--- src/rtl/regfile_sb.sv ---
// rtl/regfile_sb.sv - integer register file with write bypass, pending-write scoreboard and sequential clear engine
module regfile_sb #(
    parameter int XLEN     = 32,
    parameter int NUM_REGS = 32,
    parameter int ZERO_REG = 1,
    localparam int AW      = $clog2(NUM_REGS)
) (
    input  logic            clk,
    input  logic            reset_n,
    input  logic            clear_req,
    output logic            ready,
    input  logic [AW-1:0]   rs1_addr,
    input  logic [AW-1:0]   rs2_addr,
    output logic [XLEN-1:0] rs1_data,
    output logic [XLEN-1:0] rs2_data,
    output logic            rs1_pending,
    output logic            rs2_pending,
    input  logic            wr_en,
    input  logic [AW-1:0]   wr_addr,
    input  logic [XLEN-1:0] wr_data,
    input  logic            iss_en,
    input  logic [AW-1:0]   iss_addr,
    input  logic            flush
);

    typedef enum logic {
        CLEAR = 1'b0,
        READY = 1'b1
    } state_t;

    state_t              state;
    logic [AW-1:0]       clearPtr;
    logic [NUM_REGS-1:0] pendingBits;
    logic [NUM_REGS-1:0] pendingNext;
    logic [XLEN-1:0]     regMem [NUM_REGS];

    // Writes and issues aimed at a hardwired x0 are discarded.
    logic wrKeep;
    logic issKeep;
    logic wrHits1;
    logic wrHits2;

    assign wrKeep  = wr_en  && !((ZERO_REG != 0) && (wr_addr  == '0));
    assign issKeep = iss_en && !((ZERO_REG != 0) && (iss_addr == '0));
    assign wrHits1 = wr_en && (wr_addr == rs1_addr);
    assign wrHits2 = wr_en && (wr_addr == rs2_addr);

    // Clear/ready state machine: sweep every entry once, then open the ports.
    always_ff @(posedge clk or negedge reset_n) begin
        if (!reset_n) begin
            state    <= CLEAR;
            clearPtr <= '0;
            ready    <= 1'b0;
        end else begin
            case (state)
                CLEAR: begin
                    clearPtr <= clearPtr + 1'b1;
                    if (clearPtr == AW'(NUM_REGS - 1)) begin
                        state <= READY;
                        ready <= 1'b1;
                    end
                end
                READY: begin
                    if (clear_req) begin
                        state    <= CLEAR;
                        clearPtr <= '0;
                        ready    <= 1'b0;
                    end
                end
                default: begin
                    state    <= CLEAR;
                    clearPtr <= '0;
                    ready    <= 1'b0;
                end
            endcase
        end
    end

    // Next pending vector: flush drops all, writeback releases, issue sets last so it wins.
    always_comb begin
        pendingNext = flush ? '0 : pendingBits;
        if (wr_en) begin
            pendingNext[wr_addr] = 1'b0;
        end
        if (issKeep) begin
            pendingNext[iss_addr] = 1'b1;
        end
    end

    // Pending scoreboard; held at zero while the clear engine runs and on a clear request.
    always_ff @(posedge clk or negedge reset_n) begin
        if (!reset_n) begin
            pendingBits <= '0;
        end else if (state == CLEAR || clear_req) begin
            pendingBits <= '0;
        end else begin
            pendingBits <= pendingNext;
        end
    end

    // Storage array without reset so it can map to RAM; the sweep provides the zeroing.
    always_ff @(posedge clk) begin
        if (state == CLEAR) begin
            regMem[clearPtr] <= '0;
        end else if (wrKeep) begin
            regMem[wr_addr] <= wr_data;
        end
    end

    // Read port 1: x0 override, then same-cycle writeback bypass, then storage.
    always_comb begin
        rs1_data = '0;
        if (state == READY) begin
            if ((ZERO_REG != 0) && (rs1_addr == '0)) begin
                rs1_data = '0;
            end else if (wrHits1) begin
                rs1_data = wr_data;
            end else begin
                rs1_data = regMem[rs1_addr];
            end
        end
    end

    // Read port 2: same priority as port 1.
    always_comb begin
        rs2_data = '0;
        if (state == READY) begin
            if ((ZERO_REG != 0) && (rs2_addr == '0)) begin
                rs2_data = '0;
            end else if (wrHits2) begin
                rs2_data = wr_data;
            end else begin
                rs2_data = regMem[rs2_addr];
            end
        end
    end

    // Hazard outputs; a writeback in the same cycle releases the hazard immediately.
    always_comb begin
        rs1_pending = 1'b0;
        rs2_pending = 1'b0;
        if (state == READY) begin
            rs1_pending = pendingBits[rs1_addr] && !wrHits1;
            rs2_pending = pendingBits[rs2_addr] && !wrHits2;
        end
    end

endmodule

--- config.mk ---
export PLATFORM = sky130hd
export DESIGN_NAME = regfile_sb
export DESIGN_NICKNAME = d
export VERILOG_FILES = /design/src/rtl/regfile_sb.sv
export SDC_FILE = /design/constraint.sdc
export NUM_CORES = 1
export LEC_CHECK = 0
export BUFFER_PORTS_ARGS = -buffer_cell sky130_fd_sc_hd__buf_2
export CELL_PAD_IN_SITES_DETAIL_PLACEMENT = 0
export CELL_PAD_IN_SITES_GLOBAL_PLACEMENT = 1
export CORE_AREA = 2 2 323 325
export CTS_CLUSTER_DIAMETER = 60
export DETAILED_ROUTE_END_ITERATION = 16
export DIE_AREA = 0 0 325 327
export GPL_TIMING_DRIVEN = 0
export PLACE_DENSITY_LB_ADDON = 0.1
export SLEW_MARGIN = 20
export SYNTH_ARGS = -nofsm -noshare
export SYNTH_HDL_FRONTEND = slang
export SYNTH_SLANG_ARGS = --single-unit
--- constraint.sdc ---
create_clock -name clk -period 4.9 [get_ports clk]
set_input_delay 0.245 -clock clk [delete_from_list [all_inputs] [get_ports clk]]
set_output_delay 0.245 -clock clk [all_outputs]
set_load 0.01 [all_outputs]
[After elaboration in Yosys (flattened, before gate mapping)]
Memories as Yosys holds them, arrays and structs flattened.
Index checks and enable logic that the tools add are counted.
Storage, ports and cells
  RAM bits: 1024
  flip-flop bits (word level): 39
  memories kept: 1
  logic and storage cells: 75
  output and inout bits: 67
  bits of input ports: 58
Memories
  regMem: depth 32, bits a word 32, rd ports 2, clocked after Yosys merged registers in 0, wr ports 1, line 35  | logic [XLEN-1:0] regMem [NUM_REGS];
Cells by class
  equal/unequal tests: 5
  bitwise gates (word level): 4
  add/subtract/negate cells: 1
  reductions and logical operators: 19
  muxes and demuxes: 35
  $lt $le $gt $ge: 6
Operator list (number)
  $mux W32: 11
  $and A32 B32 Y32: 1
  $not A32 Y32: 1
  $or A32 B32 Y32: 1
  $reduce_or A32 Y1: 1
  $lt A5 B6 Y1 const B: 4
  $logic_not A5 Y1: 4
  $mux W1: 15
  $bmux W1 S5: 2
  $demux W1 S5: 2
  $eq A5 B5 Y1: 2
  $ge A5 B1 Y1 const B: 2
  $mux W5: 2
  $pmux W5 S2: 1
  $logic_and A1 B1 Y1: 8
  $add A5 B1 Y5 const B: 1
  $eq A5 B5 Y1 const B: 1
  $logic_not A1 Y1: 4
  $ne A2 B2 Y1 const B: 2
  $pmux W1 S2: 2
  $reduce_and A2 Y1: 1
  $logic_or A1 B1 Y1: 1
  $not A1 Y1: 1

[Depth between registers and ports, before layout]
  word-level depth: 10
  mapped depth: 9

[Worst setup path before layout]
No wires, ideal clock.
  path type: input -> register
  start point: input port wr_addr[3]
  end point: memory regMem[16][0] (enable)
  data required time: 4.479 ns
  arrival: 2.910 ns
  path slack: 1.569 ns
  path buffers: 2
  cell stages on the path: 7
  cells stage by stage: buf_4 > or3_4 > o311a_4 > buf_6 > nor4b_4 > a21oi_2 > nor2_1
Between the ends
  longest elaborated chain between the ends: 8
Ends and longest elaborated chain
  start, declared: line 19  | input logic [AW-1:0] wr_addr,
  $logic_not A5 Y1: line 43  | assign wrKeep = wr_en && !((ZERO_REG != 0) && (wr_addr == '0));
  $logic_not A1 Y1: line 43
  $logic_and A1 B1 Y1: line 43
  $mux W1: line 105  | end else if (wrKeep) begin
  $mux W1: line 103  | if (state == CLEAR) begin
  $mux W1 (implied by the code): line 106  | regMem[wr_addr] <= wr_data;
  $reduce_or A32 Y1 (no line)
  $mux W5 (no line) or $mux W1 (tied branches)
  end, declared: line 35
Several ways; a longest one is shown, not always the timed one.

[Final worst setup path]
  start point: register state
  end point: output port rs1_data[3]
Between the ends
  longest elaborated chain between the ends: 1
Ends and longest elaborated chain
  start, declared: line 31  | state_t state;
  start signal, assigned: line 51  | state <= CLEAR;
  start signal, assigned: line 59  | state <= READY;
  start signal, assigned: line 65  | state <= CLEAR;
  $mux W32: line 113  | if (state == READY) begin
  end, declared: line 14  | output logic [XLEN-1:0] rs1_data,
No other way between the ends.

==> reports/qor.yml <==
status:
  status: "finished, final reports clean"
routing:
  drc: 0
  vias: 32800
  ant_nets: 0
  firstDrtPassIters: 5
  wl_per_cell_um: 40.1
  via_per_inst: 7.11
  wl_um: 185000
  drt-initial-drc-count: 4883
clock_tree:
  postCtsSetupBuffers: 0
  path_clk_slew_ns: 0.06
  cts_resized: 0
  clockBufferDepth: 3
  cts_tree: "yes"
  clock-root-buffer: "clkbuf_16"
  clock-sinks: 1063
  htree_levels: 3
  clk_latency_ns: 0.73
  numCtsBuffers: 118
sta:
  rsz0062_at_grt: "false"
  fin_hold_ws_ns: 0.0504
  finalClockSkew_ns: 0.0301
  finalCriticalPeriod_ns: 4.27
  slew_headroom_pct: 14.7
  setup_viol: 0
  fin_crit_sh_pct: 87.2
  hold_viol_final: 0
  fmax_ghz: 0.234
  drv_slew: 0
  tightest_slew_ns: 1.27
critical_path:
  startpoint: "state"
  crit_type: "reg2out"
  r2r-start: "state"
  r2r_slack_ns: 1.60
  start_kind: "flip-flop"
  r2r_cells: 6
  worstSetupEndpoint: "rs1_data[3]"
  end_kind: "primary output"
  worstPathRequired_ns: 4.66
  r2r_end: "regMem[27][15]"
  cp.arrival_ns: 4.03
  cp_max_fo: 10
logic_synthesis:
  synth_fp_nets: 2904
  ys_seq_area_share_pct: 62.0
  synthFlopType: "edfxtp_1"
  synth_edf_count: 1024
  avgSynthCellArea_um2: 18.0
  ys_ff_latch: 1063
  postSynthCellCount: 2844
  yosysUniqueCellTypes: 54
  async_reset_ff_share_pct: 3.67
  synth_area_um2: 51100
  yosysWarnings: 0
floorplanning:
  die_w_um: 325
  start_util_pct: 49.7
  core_um2: 103000
  rows: 118
  io_pins: 125
  fp.dieH_um: 327
  fp.dieArea_um2: 106000
cells_and_area:
  final_cells: 4608
  area_growth_pct: 14.8
  nets: 3186
  final_cell_mix: "edfxtp_1 (1,024), mux4_2 (404), buf_2 (193)"
  final_layout_size_suffix_gt1_share_pct: 35.0
  design_area_um2: 58700
  final_common_cell: "edfxtp_1"
placement:
  port_buffers: 115
  hpwlAfterDp_um: 131000
  dp.cells: 4379
  place_area_um2: 54600
  gp_congestion: 1.00
pwr:
  clkPwrFrac_pct: 36.1
  p_leak_nw: 19.7
  power_density_nw_per_um2: 430
  ir_worst_vdd_uv: 339
  comb_power_share_pct: 18.3
  netSwitchingPower_w: 0.00712
  p_int_w: 0.0181
  p_sw_share_pct: 28.2
  power_frac_seq_pct: 45.6
global_route:
  grt_overflow: 0
  grt_max_degree: 40
  antenna_found_initial: 10
  grt_pass1_wl_um: 253000
  grt_util_all_layers_pct: 34.5
  grt_pass1_vias: 32200
job:
  cap_violations: 0
min_path:
  hp-class: "in2reg"
worst max-delay path: stages (launching register included):
cell      delay (ns)
dfrtp_1         0.39
buf_1           0.50
a21boi_1        0.45
clkbuf_1        0.49
o21ai_0         0.20
a311oi_1        0.99
buf_2           0.30
flip-flops by register name (all words and copies together) (netlist names):
signal / cells
regMem: 1024
pendingBits: 32
clearPtr: 5
ready: 1
state: 1
cell usage after synthesis (2+ instances only):
cell	number	area, um^2
a221oi_1	95	832
a21oi_2	3	26.3
a311oi_1	21	184
nor2_1	89	334
a31oi_1	3	18.8
and2_1	37	231
mux2i_1	192	1920
xnor2_1	3	26.3
o211ai_1	3	22.5
nand2b_1	7	43.8
nand2_1	64	240
buf_6	37	417
and2b_1	2	15.0
a221oi_2	12	180
a32o_1	27	270
a211oi_1	86	646
a22oi_1	42	315
nor2_2	2	12.5
edfxtp_1	1024	30700
o22ai_1	65	407
and3_1	25	156
a31o_2	2	17.5
xor2_1	9	78.8
a21oi_1	18	90.1
a22o_1	43	377
inv_1	9	33.8
buf_2	77	385
nor4b_4	3	71.3
and3b_1	4	35.0
nand3_1	4	20.0
ha_1	2	25.0
buf_1	4	15.0
nand2b_2	2	17.5
nor2b_1	5	31.3
o21ai_0	92	460
buf_4	45	338
nor3b_1	9	67.6
nor3_1	8	40.0
mux2_2	128	1440
dfrtp_1	39	976
mux4_2	404	9100
clkbuf_1	86	323
cell type report:
cell class	count	area, um^2
clock buffer	139	3070
clock inverter	80	870
fill	7846	44200
inverter	9	33.8
antenna	3	7.51
sequential	1063	31700
timing repair buffer	162	1530
tap	1380	1730
multi-input combinational	1523	18300
buffer	249	1480
logic make-up after synthesis:
group	synth area share, %
compound gates	7.60
xor+xnor	0.206
fa+ha+maj	0.0489
buf+inv	2.96
flops	62.0
mux	24.4
simple gates	2.77
how the worst min path moves through the flow:
stage	startpoint	endpoint	slack [ns]	cells past startpoint
floorplan	reset_n	clearPtr[0]	-0.05	0
global placement	reset_n	clearPtr[0]	0.42	1
detailed placement	reset_n	clearPtr[4]	0.44	1
CTS	iss_en	pendingBits[29]	0.01	4
global route	iss_en	pendingBits[29]	0.07	4
finish	iss_en	pendingBits[29]	0.05	4
power groups by stage:
stage	Clock [W]	Sequential (W)	Combinational, W
2_1_floorplan	0	0.0116	0.00244
3_5_place_dp	0	0.0117	0.00450
3_3_place_gp	0	0.0117	0.00398
5_1_grt	0.00948	0.0116	0.00473
6_report	0.00911	0.0115	0.00461
4_1_cts	0.00915	0.0115	0.00451
routing by layer:
layer	GRT usage [%]	part of all wire, %	routed length, um	vias to the layer above
li1	-	-	-	12800
met1	47.4	38	70800	17500
met2	53.8	46	85900	2113
met3	8.58	11	20400	375
met4	12.8	4.2	7740	4
met5	0	0.0081	15	-
stage by stage:
| stage | setup TNS (ns) | power (W) | setup WS, ns | utilization (%) |
|---|---|---|---|---|
| final | 0 | 0.0252 | 0.627 | 57.0 |
| after global routing | 0 | 0.0258 | 0.526 | 57.0 |
| after CTS | 0 | 0.0251 | 0.680 | 57.0 |
| after detailed placement | 0 | 0.0162 | 0.910 | 53.1 |
| after global placement | -518.44 | 0.0157 | -0.979 | 51.9 |
| after floorplan | 0 | 0.0140 | 1.57 | - |
repair_timing:
| action | 4_1_cts | 5_1_grt |
|---|---|---|
| hold buffers | 7 | 0 |
| setup endpoints to repair | 0 | 0 |
| endpoints found under the hold margin | 46 | 0 |
Note: power is estimated with default switching activity, not from simulation.
